`config.mk`:
```
export PLATFORM = sky130hd
export DESIGN_NAME = command_sender_flat
export DESIGN_NICKNAME = d
export VERILOG_FILES = /design/src/rtl/command_sender_pkg.sv /design/src/rtl/command_sender_if.sv /design/src/rtl/command_sender_rom.sv /design/src/rtl/command_sender.sv /design/src/flat_wrapper.sv
export SDC_FILE = /design/constraint.sdc
export NUM_CORES = 1
export LEC_CHECK = 0
export BUFFER_PORTS_ARGS = -buffer_cell sky130_fd_sc_hd__buf_2
export CORE_UTILIZATION = 45
export CTS_CLUSTER_SIZE = 30
export DETAILED_ROUTE_END_ITERATION = 10
export PLACE_DENSITY_LB_ADDON = 0.08
export SYNTH_ARGS = -nofsm -noshare
export SYNTH_HDL_FRONTEND = slang
export SYNTH_SLANG_ARGS = --single-unit
```
`constraint.sdc`:
```
create_clock -name clk -period 3.6 [get_ports clk]
set_clock_uncertainty 0.2 [all_clocks]
set_input_delay 0.72 -clock clk [delete_from_list [all_inputs] [get_ports clk]]
set_output_delay 0.72 -clock clk [all_outputs]
set_load 0.005 [all_outputs]
```
`src/rtl/command_sender_pkg.sv`:
```
// Shared definitions for command_sender: FSM states, line-ending bytes,
// ROM geometry and the command string/length tables.
package cmd_pkg;

    typedef enum logic [2:0] {
        S_IDLE,
        S_LOAD,
        S_SEND,
        S_ACK,
        S_DRAIN,
        S_NEXT,
        S_FIN
    } state_t;

    localparam logic [7:0] CR = 8'h0D;
    localparam logic [7:0] LF = 8'h0A;

    localparam int ROM_DEPTH = 8;
    localparam int ROM_WIDTH = 16;
    localparam int ROM_BITS  = ROM_WIDTH * 8;
    localparam int ROM_LEN_W = 7;

    // Strings are right-justified: the last character sits in bits [7:0].
    localparam logic [ROM_BITS-1:0] STR_0 = ROM_BITS'("AT");
    localparam logic [ROM_BITS-1:0] STR_1 = ROM_BITS'("AT+RST");
    localparam logic [ROM_BITS-1:0] STR_2 = ROM_BITS'("AT+CWMODE=1");
    localparam logic [ROM_BITS-1:0] STR_3 = ROM_BITS'("AT+CIPMUX=0");

    function automatic logic [ROM_BITS-1:0] rom_str(input logic [2:0] cmd);
        case (cmd)
            3'd0:    rom_str = STR_0;
            3'd1:    rom_str = STR_1;
            3'd2:    rom_str = STR_2;
            3'd3:    rom_str = STR_3;
            default: rom_str = '0;
        endcase
    endfunction

    function automatic logic [ROM_LEN_W-1:0] rom_len(input logic [2:0] cmd);
        case (cmd)
            3'd0:    rom_len = 7'd2;
            3'd1:    rom_len = 7'd6;
            3'd2:    rom_len = 7'd11;
            3'd3:    rom_len = 7'd11;
            default: rom_len = 7'd0;
        endcase
    endfunction

endpackage

```
`src/rtl/command_sender_if.sv`:
```
// Byte-wide link between command_sender (master) and the UART transmitter (slave).
interface command_sender_if;
    logic [7:0] tx_data;
    logic       tx_start;
    logic       tx_busy;

    modport master (output tx_data, output tx_start, input tx_busy);
    modport slave  (input tx_data, input tx_start, output tx_busy);
endinterface

```
`src/rtl/command_sender_rom.sv`:
```
// Combinational command ROM: (cmd, idx) -> character byte and string length.
// Bytes at or beyond the string length read as 0.
module cmd_rom
    import cmd_pkg::*;
#(
    parameter int IDX_W = 5
) (
    input  logic [2:0]           cmd,
    input  logic [IDX_W-1:0]     idx,
    output logic [7:0]           data,
    output logic [ROM_LEN_W-1:0] len
);

    logic [ROM_BITS-1:0]  str;
    logic [ROM_LEN_W-1:0] pos;

    // Pick the string, then shift the requested character down to the low byte.
    always_comb begin
        str  = rom_str(cmd);
        len  = rom_len(cmd);
        pos  = '0;
        data = 8'h00;
        if (ROM_LEN_W'(idx) < len) begin
            pos  = len - ROM_LEN_W'(idx) - ROM_LEN_W'(1);
            data = 8'(str >> {pos, 3'b000});
        end
    end

endmodule

```
`src/rtl/command_sender.sv`:
```
// command_sender: streams the ASCII string selected by command_1 into a
// byte-wide UART, one tx_start pulse per byte, handshaking on tx_busy.
// Optional build macro CMD_CRLF_EN appends CR LF after every string.
module command_sender
    import cmd_pkg::*;
#(
    parameter int MAX_LEN = 16,
    parameter int ACK_TO  = 15
) (
    input  logic             clk,
    input  logic             rst,
    input  logic [2:0]       command_1,
    input  logic             start,
    output logic             ready_command,
    command_sender_if.master uart
);

    localparam int IDX_W = $clog2(MAX_LEN + 3);
    localparam int TMR_W = $clog2(ACK_TO + 1);

    state_t           state, state_n;
    logic [2:0]       cmd_q, last_cmd;
    logic             start_q;
    logic [IDX_W-1:0] idx;
    logic [TMR_W-1:0] tmr;

    logic [7:0]           rom_data;
    logic [ROM_LEN_W-1:0] rom_len_w;
    logic [7:0]           idx_ext, len_ext, eff_len, byte_sel;
    logic                 launch;

    cmd_rom #(.IDX_W(IDX_W)) u_rom (
        .cmd  (cmd_q),
        .idx  (idx),
        .data (rom_data),
        .len  (rom_len_w)
    );

    assign idx_ext = 8'(idx);
    assign len_ext = 8'(rom_len_w);
    assign launch  = start && (!start_q || (command_1 != last_cmd));
    assign ready_command = (state == S_IDLE);

`ifdef CMD_CRLF_EN
    assign eff_len  = len_ext + 8'd2;
    assign byte_sel = (idx_ext < len_ext)  ? rom_data :
                      (idx_ext == len_ext) ? CR : LF;
`else
    assign eff_len  = len_ext;
    assign byte_sel = rom_data;
`endif

    // State, launch capture, byte index and ack timeout down-counter.
    always_ff @(posedge clk) begin
        if (!rst) begin
            state    <= S_IDLE;
            cmd_q    <= '0;
            last_cmd <= '0;
            start_q  <= 1'b0;
            idx      <= '0;
            tmr      <= '0;
        end else begin
            state   <= state_n;
            start_q <= start;
            if (state == S_IDLE && launch) begin
                cmd_q    <= command_1;
                last_cmd <= command_1;
                idx      <= '0;
            end
            if (state == S_SEND)
                tmr <= TMR_W'(ACK_TO);
            else if (state == S_ACK && tmr != '0)
                tmr <= tmr - TMR_W'(1);
            if (state == S_NEXT)
                idx <= idx + IDX_W'(1);
        end
    end

    // Next-state decode and UART strobe generation.
    always_comb begin
        state_n       = state;
        uart.tx_start = 1'b0;
        uart.tx_data  = 8'h00;
        case (state)
            S_IDLE:  if (launch) state_n = S_LOAD;
            S_LOAD:  state_n = (idx_ext < eff_len) ? S_SEND : S_FIN;
            S_SEND: begin
                uart.tx_start = 1'b1;
                uart.tx_data  = byte_sel;
                state_n       = S_ACK;
            end
            S_ACK: begin
                if (uart.tx_busy)    state_n = S_DRAIN;
                else if (tmr == '0)  state_n = S_NEXT;
            end
            S_DRAIN: if (!uart.tx_busy) state_n = S_NEXT;
            S_NEXT:  state_n = S_LOAD;
            S_FIN:   state_n = S_IDLE;
            default: state_n = S_IDLE;
        endcase
    end

endmodule
```
`src/flat_wrapper.sv`:
```
// flat-port wrapper written by rule: the top's interface ports become plain ports
module command_sender_flat import cmd_pkg::*;
#(
    parameter int MAX_LEN = 16,
    parameter int ACK_TO  = 15
)
  (clk, rst, command_1, start, ready_command, uart_tx_data, uart_tx_start, uart_tx_busy);
  command_sender_if uart_i ();
  input  logic clk;
  input  logic rst;
  input  logic [2:0] command_1;
  input  logic start;
  output logic ready_command;
  output wire logic [$bits(uart_i.tx_data)-1:0] uart_tx_data;
  output wire logic [$bits(uart_i.tx_start)-1:0] uart_tx_start;
  input wire logic [$bits(uart_i.tx_busy)-1:0] uart_tx_busy;
  assign uart_tx_data = uart_i.tx_data;
  assign uart_tx_start = uart_i.tx_start;
  assign uart_i.tx_busy = uart_tx_busy;
  command_sender #(.MAX_LEN(MAX_LEN), .ACK_TO(ACK_TO)) u_core (.clk(clk), .rst(rst), .command_1(command_1), .start(start), .ready_command(ready_command), .uart(uart_i));
endmodule
```
== After elaboration in Yosys (flattened, before gate mapping) ==
Cells that the tools add are included.

* Add/sub/neg operators: 4
* $lt $le $gt $ge: 2
* Equal/unequal tests: 12
* Shifts and indexed selects: 1
* Muxes and demuxes: 15
* Reductions and logical operators: 13

{| class="wikitable"
|+ Operators by type and width
! kind !! number
|-
| case mux 87 bit (4 select lines) || 1
|-
| >> shifter 128 x 10 -> 8 bit || 1
|-
| case mux 3 bit (6 select lines) || 1
|-
| two-way mux 8 bit || 2
|-
| two-way mux 3 bit || 5
|-
| equality test 3 x 2 -> 1 bit, second input constant || 4
|-
| case mux 4 bit (3 select lines) || 1
|-
| less-than comparator 5 x 4 -> 1 bit || 2
|-
| two-way mux 5 bit || 2
|-
| two-way mux 4 bit || 2
|-
| subtractor 7 x 1 -> 7 bit, second input constant || 1
|-
| subtractor 7 x 5 -> 7 bit || 1
|-
| equality test 3 x 1 -> 1 bit, second input constant || 2
|-
| equality test 3 bit, second input constant || 2
|-
| zero test 3 bit || 2
|-
| adder 5 x 1 -> 5 bit, second input constant || 1
|-
| zero test 4 bit || 1
|-
| nonzero test 2 bit || 2
|-
| nonzero test 4 bit || 1
|-
| subtractor 4 x 1 -> 4 bit, second input constant || 1
|-
| logical AND 1 bit || 3
|-
| inequality test 3 bit || 1
|-
| inequality test 3 bit, second input constant || 1
|-
| AND reduction 3 bit || 1
|-
| 6 further kinds || 6
|}

* Register bits after elaboration: 16
* Input port bits: 7
* Logic and storage cells: 52

== Longest topological paths before layout ==
Gate-level depths: netlist (run 1).

* Depth after elaboration: 8
* Mapped depth: 12
* Mapped depth without buffers: 11

== Modules after synthesis ==
From an unflattened synthesis (run 1), not the netlist that was laid out.

* Cells, all modules: 237
* Area, all modules: 1742.9 µm²

{| class="wikitable"
|+ Modules (own cells, without submodules)
! module !! times used !! cells an instance !! area each (µm²)
|-
| command_sender || 1 || 121 || 1001.0
|-
| cmd_rom || 1 || 116 || 742.0
|}

== Worst setup path before layout (run 1) ==
No wires, ideal clock.

* Path type: reg-to-output
* Start point: register u_core.cmd_q[1]
* End point: output uart_tx_data[0]
* Data arrival time: 2516 ps
* Data required time: 2680 ps
* Setup slack: 164 ps
* Cell stages (with the launch flop): 12
* Path buffers: 1
* Cell sequence: dfxtp_1 -> clkbuf_1 -> nand2_1 -> inv_1 -> ha_1 -> inv_1 -> fa_1 -> nand4bb_1 -> o22a_2 -> a211oi_4 -> o2111ai_1 -> a21oi_1

* Longest elaborated chain between the ends: 8
* Elaborated cells on any way between the ends: 13
* Classes of those cells: add/sub (2); order compare (1); eq/ne (3); shift (1); mux (4); reduce/logical (2)

{| class="wikitable"
|+ RTL lines
! element !! line !! text
|-
| from (decl) || command_sender.sv:22 || <nowiki>logic [2:0] cmd_q, last_cmd;</nowiki>
|-
| from (signal assigned) || command_sender.sv:66 || <nowiki>cmd_q <= command_1;</nowiki>
|-
| equality test 3 x 2 -> 1 bit || command_sender_pkg.sv:30, command_sender_pkg.sv:40 ||
|-
| OR reduction 2 bit (no line) || - ||
|-
| case mux 4 bit (3 select lines) || command_sender_pkg.sv:40 || <nowiki>case (cmd)</nowiki>
|-
| subtractor 7 x 5 -> 7 bit || command_sender_rom.sv:24 || <nowiki>pos = len - ROM_LEN_W'(idx) - ROM_LEN_W'(1);</nowiki>
|-
| subtractor 7 x 1 -> 7 bit || command_sender_rom.sv:24 ||
|-
| >> shifter 128 x 10 -> 8 bit || command_sender_rom.sv:25 || <nowiki>data = 8'(str >> {pos, 3'b000});</nowiki>
|-
| two-way mux 8 bit (*) || command_sender_rom.sv:23 || <nowiki>if (ROM_LEN_W'(idx) < len) begin</nowiki>
|-
| two-way mux 8 bit (*) || command_sender.sv:84 || <nowiki>case (state)</nowiki>
|-
| to (decl) || flat_wrapper.sv:14 || <nowiki>output wire logic [$bits(uart_i.tx_data)-1:0] uart_tx_data;</nowiki>
|}

Every way passes the cells marked *; elsewhere a longest branch is shown, timed or not.

== Worst setup path in the final report (run 1) ==
* Start point: register u_core.cmd_q[2]
* End point: output uart_tx_data[3]

Same word-level chain as after synthesis.

==> run metrics, run 1 <==
share of layout cells above drive strength 1 between 20% and 30%; total grt overflow 0; critical path's most frequent cell inv_2; Syn Area/Cell approximately 7.6 um^2; # nets final 242; pin count of the biggest net entering global routing 17; Critical Path Slowest Stage Cell fa_2; Chip Height between 60 and 70 um; worst setup margin approximately 0.11 ns; CP Capture Type output port; critical setup path kind register to output port; initial core utilization 49.1%; Ports 17; Worst setup SP type register; synthesized cell area 0.00155 mm^2; Pwr Density 330 mW/mm^2; top cells by area, synth dfxtp_1, a21oi_1, ha_1; worst vdd ir about 0.26 mV; DR vias 1,513; total track usage about 21%; max-cap viol count 0; Main synth FF type dfxtp_1; crit path cell chain inv_2, nand2_2, inv_2, ha_4, inv_2, fa_2, nand4bb_1, o22a_2, a211oi_4, buf_4, o311ai_2, a21oi_1, buf_2; first-pass GRT wire length 6.00 mm; #FFs+latches synth 16; H-tree depth 1; hpwl dp between 2 and 3 mm; Post-synth EDFFs 0; routed vias/inst between 5 and 6; Leak 0.701 nW; Slew @ Worst Pin ~0.64 ns; vias in the first global route about 1,300; Hold Path Class register to register; crit-path max FO 7; PortBufs 15; CTS Buf Count 3; post-synth top area share around a fifth; Tot Pwr around 600 uW; Max stage delay on crit path between 0.3 and 0.4 ns; fmax approximately 290 MHz; CTS Sinks 16; top-count cell post-synth a21oi_1; synthesized instance count around 200; clock tree buffer depth 2; most common library cells after synthesis a21oi_1, dfxtp_1, inv_1, nor2_1, o21ai_0; RSZ-0062 raised after global routing true; wire per inst around 14 um; Seq/Total Area, Yosys 20.7%; antenna violations before repair 0; total wire length 3.81 mm; final cycle utilization of the critical path slightly below 100%; fin. max-slew vios 0; CP top delay family compound AO/OA/AOI/OAI gates; core area between 0.003 and 0.004 mm^2; Syn Nets 221; 1st-pass router iterations 4; final setup vio count 0; CP Data Required Time roughly 2.7 ns; clock root cell clkbuf_4; first-iteration detailed-routing DRC count 94; Synthesis Warnings 0; synthesis-to-layout area growth 17.1%; GPL Wtd Cong around 0.88; ANT nets after route 0; library cells used by synthesis 54; # hold bufs at CTS 0; Synth async-reset ratio 0%; post-route DRC violation count 0; CTS tree yes; Critical path buffers and inverters 5; Yosys top cell by area dfxtp_1; final critical-path required period roughly 3.5 ns; clock input transition at the sequential cells of the worst setup and hold paths about 0.090 ns; CP arrival between 2 and 3 ns; Horiz. Die Dim roughly 61 um; row cnt 20; Skew-Pair Late Insertion Delay 0.28 ns; n_diodes 0; Final Hold Viols 0; Max transition margin between 50 and 60%; pre-CTS setup slack 0.0985 ns; status finished, final reports clean; full die area 0.00368 mm^2
worst paths after layout:
kind	startpoint	end	slack, ns	depth (start not counted)
max	u_core.cmd_q[2]$_SDFFE_PN0P_	uart_tx_data[3]	0.11	13
min	u_core.tmr[1]$_SDFFE_PN0P_	u_core.tmr[1]$_SDFFE_PN0P_	0.35	1
max reg2reg	u_core.idx[1]$_SDFFE_PN0P_	u_core.state[2]$_SDFFE_PN0P_	1.53	7
min reg2reg	u_core.tmr[1]$_SDFFE_PN0P_	u_core.tmr[1]$_SDFFE_PN0P_	0.35	1
kinds of logic after synthesis:
family	synth area share [%]
AND/OR/NAND/NOR	26.4
AO/OA/AOI/OAI	28.7
buffers and inverters	8.97
flip-flops	20.7
adder cells (fa/ha/maj)	9.38
XOR/XNOR	5.01
other	0.242
multiplexers	0.647
state kept, by name, indices dropped and copies added (netlist names):
| signal | flops |
|---|---|
| u_core.cmd_q | 3 |
| u_core.idx | 5 |
| u_core.start_q | 1 |
| u_core.state | 3 |
| u_core.tmr | 4 |
through the flow:
step | hold slack [ns] | utilization (%) | setup TNS (ns) | std cells | area, um^2
after detailed placement | 0.339 | 51.8 | 0 | 254 | 1630
after CTS | 0.361 | 54.0 | 0 | 258 | 1700
final | 0.350 | 57.5 | 0 | 266 | 1810
after global routing | 0.382 | 57.5 | -0.0242 | 266 | 1810
after floorplan | 0.307 | - | 0 | 203 | 1550
after global placement | 0.320 | 51.8 | 0 | 254 | 1630
routing by layer:
metal  wire length (um)  GRT usage [%]  vias to the layer above
li1                   -              -                      764
met1               1790           29.6                      714
met2               1870           35.9                       31
met3                124           4.48                        4
met4                 27           1.62                        0
met5                  0              0                        -
placed cells by master (no fill, tap or decap), types with 7 or more instances in the layout:
cell | netlist | layout
inv_1 | 15 | 11
ha_1 | 10 | 8
nor3_1 | 8 | 8
buf_4 | 1 | 11
o21ai_0 | 13 | 12
dfxtp_1 | 16 | 13
nand2_1 | 10 | 9
buf_2 | 2 | 16
nor2_1 | 15 | 14
a21oi_1 | 26 | 24
nor2b_1 | 7 | 7
layout make-up:
class,count,area [um^2]
Timing Repair Buffer,29,185
Sequential cell,16,324
Clock buffer,3,22.5
Multi-Input combinational cell,159,1170
Inverter,15,56.3
Fill cell,315,1340
Tap cell,44,55.1
repair_timing:
item / in CTS / in global routing
endpoints found under the hold margin: 0 / 0
pin swaps: 5 / 11
endpoints found under the setup margin: 7 / 7
setup buffers: 1 / 8
gates resized for setup: 12 / 12
worst register-to-register path, stage by stage (launching register included):
cell and delay [ns]:
dfxtp_1 0.49, inv_1 0.12, ha_1 0.35, nor2b_1 0.15, o211a_1 0.23, nor3_1 0.18
nor4_1 0.07, o21a_1 0.18
where the power goes:
part | internal (mW) | leakage [nW] | total (mW) | switching, mW
combinational | 0.133 | 0.555 | 0.298 | 0.164
clock | 0.0388 | 0.0138 | 0.0918 | 0.0530
sequential | 0.192 | 0.132 | 0.208 | 0.0166
(Power assumes the default switching activity.)
==> run 2, diff against run 1 <==
--- a/config.mk
+++ b/config.mk
@@ -10,6 +10,7 @@
 export CTS_CLUSTER_SIZE = 30
 export DETAILED_ROUTE_END_ITERATION = 10
 export PLACE_DENSITY_LB_ADDON = 0.08
+export REMOVE_ABC_BUFFERS = 1
 export SYNTH_ARGS = -nofsm -noshare
 export SYNTH_HDL_FRONTEND = slang
 export SYNTH_SLANG_ARGS = --single-unit
==> run 2 against run 1 <==
Net effect: via count up 4.3%; hold slack improved by 0.014 ns; critical path type unchanged; utilization rose by 2.5 points; first-iteration DRC count increased by 2.1%; critical endpoint is now uart_tx_data[2].
==> run metrics, run 2 (same netlist as run 1, synthesis figures left out) <==
status finished, final reports clean; total wire length 3.92 mm; CP arrival between 2 and 3 ns; Area after DPL around 0.0016 mm^2; clock network fraction of design power about a fifth; wire per inst approximately 14 um; Largest Register u_core.idx; antenna violations before repair 0; CTS Buf Count 3; hpwl dp between 2 and 3 mm; Largest regs u_core.idx x5, u_core.tmr x4; # nets final 250; worst vdd ir approximately 0.20 mV; total grt overflow 0; clock tree buffer depth 2; Layout Cells excl Fill 275; total track usage 23.0%; # hold bufs at CTS 0; max reg flops 5; Switching Share between 30% and 40%; pin count of the biggest net entering global routing 17; DR vias between 1,500 and 2,000; post-route DRC violation count 0; placed cell count around 260; clock input transition at the sequential cells of the worst setup and hold paths 0.09 ns; share of layout cells above drive strength 1 31.6%; commonest non-fill, non-tap cell in the layout a21oi_1; hold depth 1; vias in the first global route about 1,400; first-pass GRT wire length approximately 6.3 mm; full die area about 0.0037 mm^2; row cnt 20; net switching power around 240 uW; Multi-input gate area around 0.0012 mm^2; CTS Sinks 16; 1st-pass router iterations 4; Min Hold Slack ~0.36 ns; routed vias/inst ~5.7; Seq. cell area 323 um^2; Worst setup SP type register; most frequent cells in the layout a21oi_1, buf_4, buf_2; Slew @ Worst Pin about 0.64 ns; H-tree depth 1; Chip Height a little over 60 um; fin. max-slew vios 0; final setup vio count 0; initial core utilization around 49%; ANT nets after route 0; Horiz. Die Dim 60.6 um; Hold Path Class register to register; PortBufs 15; CP Capture Type output port; crit-path max FO 4; Comb pwr share 48.5%; Leak 0.740 nW; share of total power in sequential cells 32.8%; CP Data Required Time between 2 and 3 ns; Skew-Pair Late Insertion Delay 0.28 ns; first-iteration detailed-routing DRC count 96; max-cap viol count 0; final cell area excluding filler cells about 0.0019 mm^2; final critical-path required period approximately 3.5 ns; critical setup path kind register to output port; synthesis-to-layout area growth 22.2%; R2R depth 7; GPL Wtd Cong 0.905; core area ~0.0032 mm^2; RSZ-0062 raised after global routing true; Max transition margin between 50% and 60%; CTS tree yes; final cycle utilization of the critical path between 90% and 100%; Pwr Density 335 mW/mm^2; Final Hold Viols 0; Ports 17; clock root cell clkbuf_4; internal power around 390 uW; n_diodes 0; fill cell count ~310; fmax around 280 MHz
[run 2: changes by cell type in the layout (fill, tap and decap cells not counted), sizes merged]
| cell | before | now |
|---|---|---|
| buf | 29 | 37 |
| clkbuf | 3 | 4 |
[run 2: through the flow]
step	total power [mW]	worst slack, ns	TNS [ns]	util, %
6_report	0.634	0.0651	0	60.0
5_1_grt	0.675	-0.0764	-0.228	60.0
4_1_cts	0.599	-0.000354	-0.000354	55.7
3_5_place_dp	0.462	0.00256	0	52.0
3_3_place_gp	0.456	0.144	0	52.0
2_1_floorplan	0.393	0.0445	0	-
[run 2: layout make-up]
type | instances | share of cell area, %
tap | 44 | 2.91
multi-input combinational | 159 | 61.8
timing repair buffer | 37 | 13.3
clock buffer | 4 | 1.92
inverter | 15 | 2.98
sequential | 16 | 17.1
[run 2: repair_timing]
action	in CTS	in global routing
pin swaps	8	13
buffers inserted	5	11
cloned	0	0
resized for setup	12	15
setup endpoints to repair	7	7
[run 2: critical path, stage by stage (launching register included)]
cell and delay [ns]:
dfxtp_2 0.33, inv_2 0.06, nand2_2 0.06, inv_2 0.08, ha_4 0.15, inv_2 0.03
fa_2 0.35, buf_6 0.14, xor2_4 0.23, nand2_2 0.11, nor4_4 0.33, nand3_2 0.16
a21oi_2 0.16, buf_2 0.13
[run 2: final timing paths]
check | startpoint | to | slack [ns]
setup / recovery | u_core.cmd_q[2]$_SDFFE_PN0P_ | uart_tx_data[2] | 0.07
hold / removal | u_core.tmr[1]$_SDFFE_PN0P_ | u_core.tmr[1]$_SDFFE_PN0P_ | 0.36
setup reg to reg | u_core.idx[1]$_SDFFE_PN0P_ | u_core.state[2]$_SDFFE_PN0P_ | 1.50
hold reg to reg | u_core.tmr[1]$_SDFFE_PN0P_ | u_core.tmr[1]$_SDFFE_PN0P_ | 0.36
[run 2: routing by layer]
metal | vias up | GRT usage (%) | part of all wire, %
met2 | 61 | 37.4 | 48
li1 | 776 | - | -
met4 | 0 | 5.52 | 0.43
met3 | 2 | 4.05 | 5.5
met5 | - | 0 | 0
met1 | 739 | 31.7 | 46
[run 2: power by group through the flow]
stage / sequential (mW) / clock (mW) / combinational (mW)
final: 0.208 / 0.119 / 0.308
after global routing: 0.210 / 0.132 / 0.333
after detailed placement: 0.211 / 0 / 0.252
after floorplan: 0.212 / 0 / 0.181
after CTS: 0.207 / 0.123 / 0.269
after global placement: 0.210 / 0 / 0.246
==> run 3, diff against run 2 <==
--- a/config.mk
+++ b/config.mk
@@ -10,6 +10,7 @@
 export CTS_CLUSTER_SIZE = 30
 export DETAILED_ROUTE_END_ITERATION = 10
 export PLACE_DENSITY_LB_ADDON = 0.08
+export RECOVER_POWER = 25
 export REMOVE_ABC_BUFFERS = 1
 export SYNTH_ARGS = -nofsm -noshare
 export SYNTH_HDL_FRONTEND = slang
==> run 3 against run 2 <==
Net effect: sequential share of layout area up 0.057 points; sequential cell count unchanged; power down 0.23%; utilization down 0.20 points; final area down 0.33%; count of clock-buffer cells in the layout unchanged; hold slack about the same; routed wire length up 0.28%; global-route usage unchanged; critical path type unchanged; critical endpoint unchanged; largest power group unchanged.
==> run metrics, run 3 (same netlist as run 1, synthesis figures left out) <==
status finished, final reports clean; Leak 0.736 nW; fin. max-slew vios 0; first-iteration detailed-routing DRC count 98; max-cap viol count 0; Largest Register u_core.idx; clock tree buffer depth 2; CTS Buf Count 3; net switching power 239 uW; clock root cell clkbuf_4; CP Data Required Time 2.68 ns; CTS Sinks 16; initial core utilization roughly half; fmax 283 MHz; synthesis-to-layout area growth 21.8%; Largest regs u_core.idx x5, u_core.tmr x4; crit path cell chain inv_2, nand2_2, inv_2, ha_4, inv_2, fa_2, buf_6, xor2_4, nand2_2, nor4_4, nand3_2, a21oi_2, buf_2; antenna violations before repair 0; final cycle utilization of the critical path 98.1%; vias in the first global route 1,392; critical setup path kind register to output port; Skew-Pair Late Insertion Delay 0.28 ns; R2R depth 7; Switching Share 37.8%; Ports 17; worst vdd ir 0.198 mV; max reg flops 5; clock network fraction of design power a little under a fifth; hpwl dp approximately 2.8 mm; Final TNS setup 0 ns; fill cell count 308; pin count of the biggest net entering global routing 17; Critical Path Slowest Stage Cell fa_2; clock input transition at the sequential cells of the worst setup and hold paths ~0.090 ns; row cnt 20; internal power around 390 uW; final setup vio count 0; Pwr Density 336 mW/mm^2; CP Capture Type output port; share of total power in sequential cells 32.8%; Horiz. Die Dim about 61 um; routed vias/inst approximately 5.7; final cell area excluding filler cells approximately 0.0019 mm^2; CTS tree yes; total grt overflow 0; Comb pwr share approximately half; Hold Path Class register to register; post-route DRC violation count 0; Tot Pwr between 600 and 700 uW; total wire length approximately 3.9 mm; PortBufs 15; total track usage 23.0%; Slew @ Worst Pin between 0.6 and 0.7 ns; Worst setup SP type register; Max transition margin 57.8%; Chip Height a little over 60 um; most frequent cells in the layout a21oi_1, buf_4, nor2_1, buf_2, dfxtp_1; # nets final 250; ANT nets after route 0; Max stage delay on crit path about 0.35 ns; GPL Wtd Cong between 0.9 and 1; Final Util between 50% and 60%; share of layout cells above drive strength 1 a little under a third; hold depth 1; H-tree depth 1; crit-path max FO 4; CP top delay family simple AND/OR/NAND/NOR gates; RSZ-0062 raised after global routing true; n_diodes 0; final critical-path required period between 3 and 4 ns; Critical path buffers and inverters 5; 1st-pass router iterations 4; Area after DPL about 0.0016 mm^2; critical path's most frequent cell inv_2; commonest non-fill, non-tap cell in the layout a21oi_1; first-pass GRT wire length between 6 and 7 mm; full die area roughly 0.0037 mm^2; DR vias 1,567; CP arrival 2.61 ns; Final Hold Viols 0; wire per inst ~14 um; core area between 0.003 and 0.004 mm^2; Levels on crit path 13
[run 3: metal layers]
metal / global-route usage, % / vias to the layer above / share of wire [%]
met5: 0 / - / 0
met4: 5.52 / 0 / 0.43
met3: 4.05 / 2 / 5.8
met2: 37.4 / 59 / 48
met1: 31.7 / 729 / 46
li1: - / 777 / -
[run 3: timing repair]
item	4_1_cts	5_1_grt
hold buffers	0	0
buffers inserted	5	11
pin swaps	8	13
endpoints found under the setup margin	7	7
endpoints found under the hold margin	0	0
resized for setup	12	15
[run 3: through the flow]
| step | hold WS (ns) | std cells | worst slack (ns) |
|---|---|---|---|
| 2_1_floorplan | 0.307 | 190 | 0.0445 |
| 3_3_place_gp | 0.321 | 255 | 0.144 |
| 3_5_place_dp | 0.351 | 255 | 0.00256 |
| 4_1_cts | 0.376 | 264 | -0.000354 |
| 5_1_grt | 0.400 | 275 | -0.0764 |
| 6_report | 0.364 | 275 | 0.0675 |
[run 3: final cells by class]
class	count	area [um^2]	share of cell area [%]
Tap cell	44	55.1	2.92
Clock buffer	4	36.3	1.92
Multi-Input combinational cell	159	1160	61.8
Inverter	15	56.3	2.99
Sequential cell	16	323	17.1
Timing Repair Buffer	37	250	13.3
[run 3: path summary, 6_finish.rpt]
path	slack, ns	startpoint	to
setup reg to reg	1.49	u_core.idx[1]$_SDFFE_PN0P_	u_core.state[2]$_SDFFE_PN0P_
hold reg to reg	0.36	u_core.tmr[1]$_SDFFE_PN0P_	u_core.tmr[1]$_SDFFE_PN0P_
hold / removal	0.36	u_core.tmr[1]$_SDFFE_PN0P_	u_core.tmr[1]$_SDFFE_PN0P_
setup / recovery	0.07	u_core.cmd_q[2]$_SDFFE_PN0P_	uart_tx_data[2]
[run 3: power by group through the flow]
stage / combinational, mW / sequential [mW] / clock [mW]
finish: 0.307 / 0.207 / 0.119
global route: 0.332 / 0.209 / 0.132
CTS: 0.269 / 0.207 / 0.123
detailed placement: 0.252 / 0.211 / 0
global placement: 0.246 / 0.210 / 0
floorplan: 0.181 / 0.212 / 0
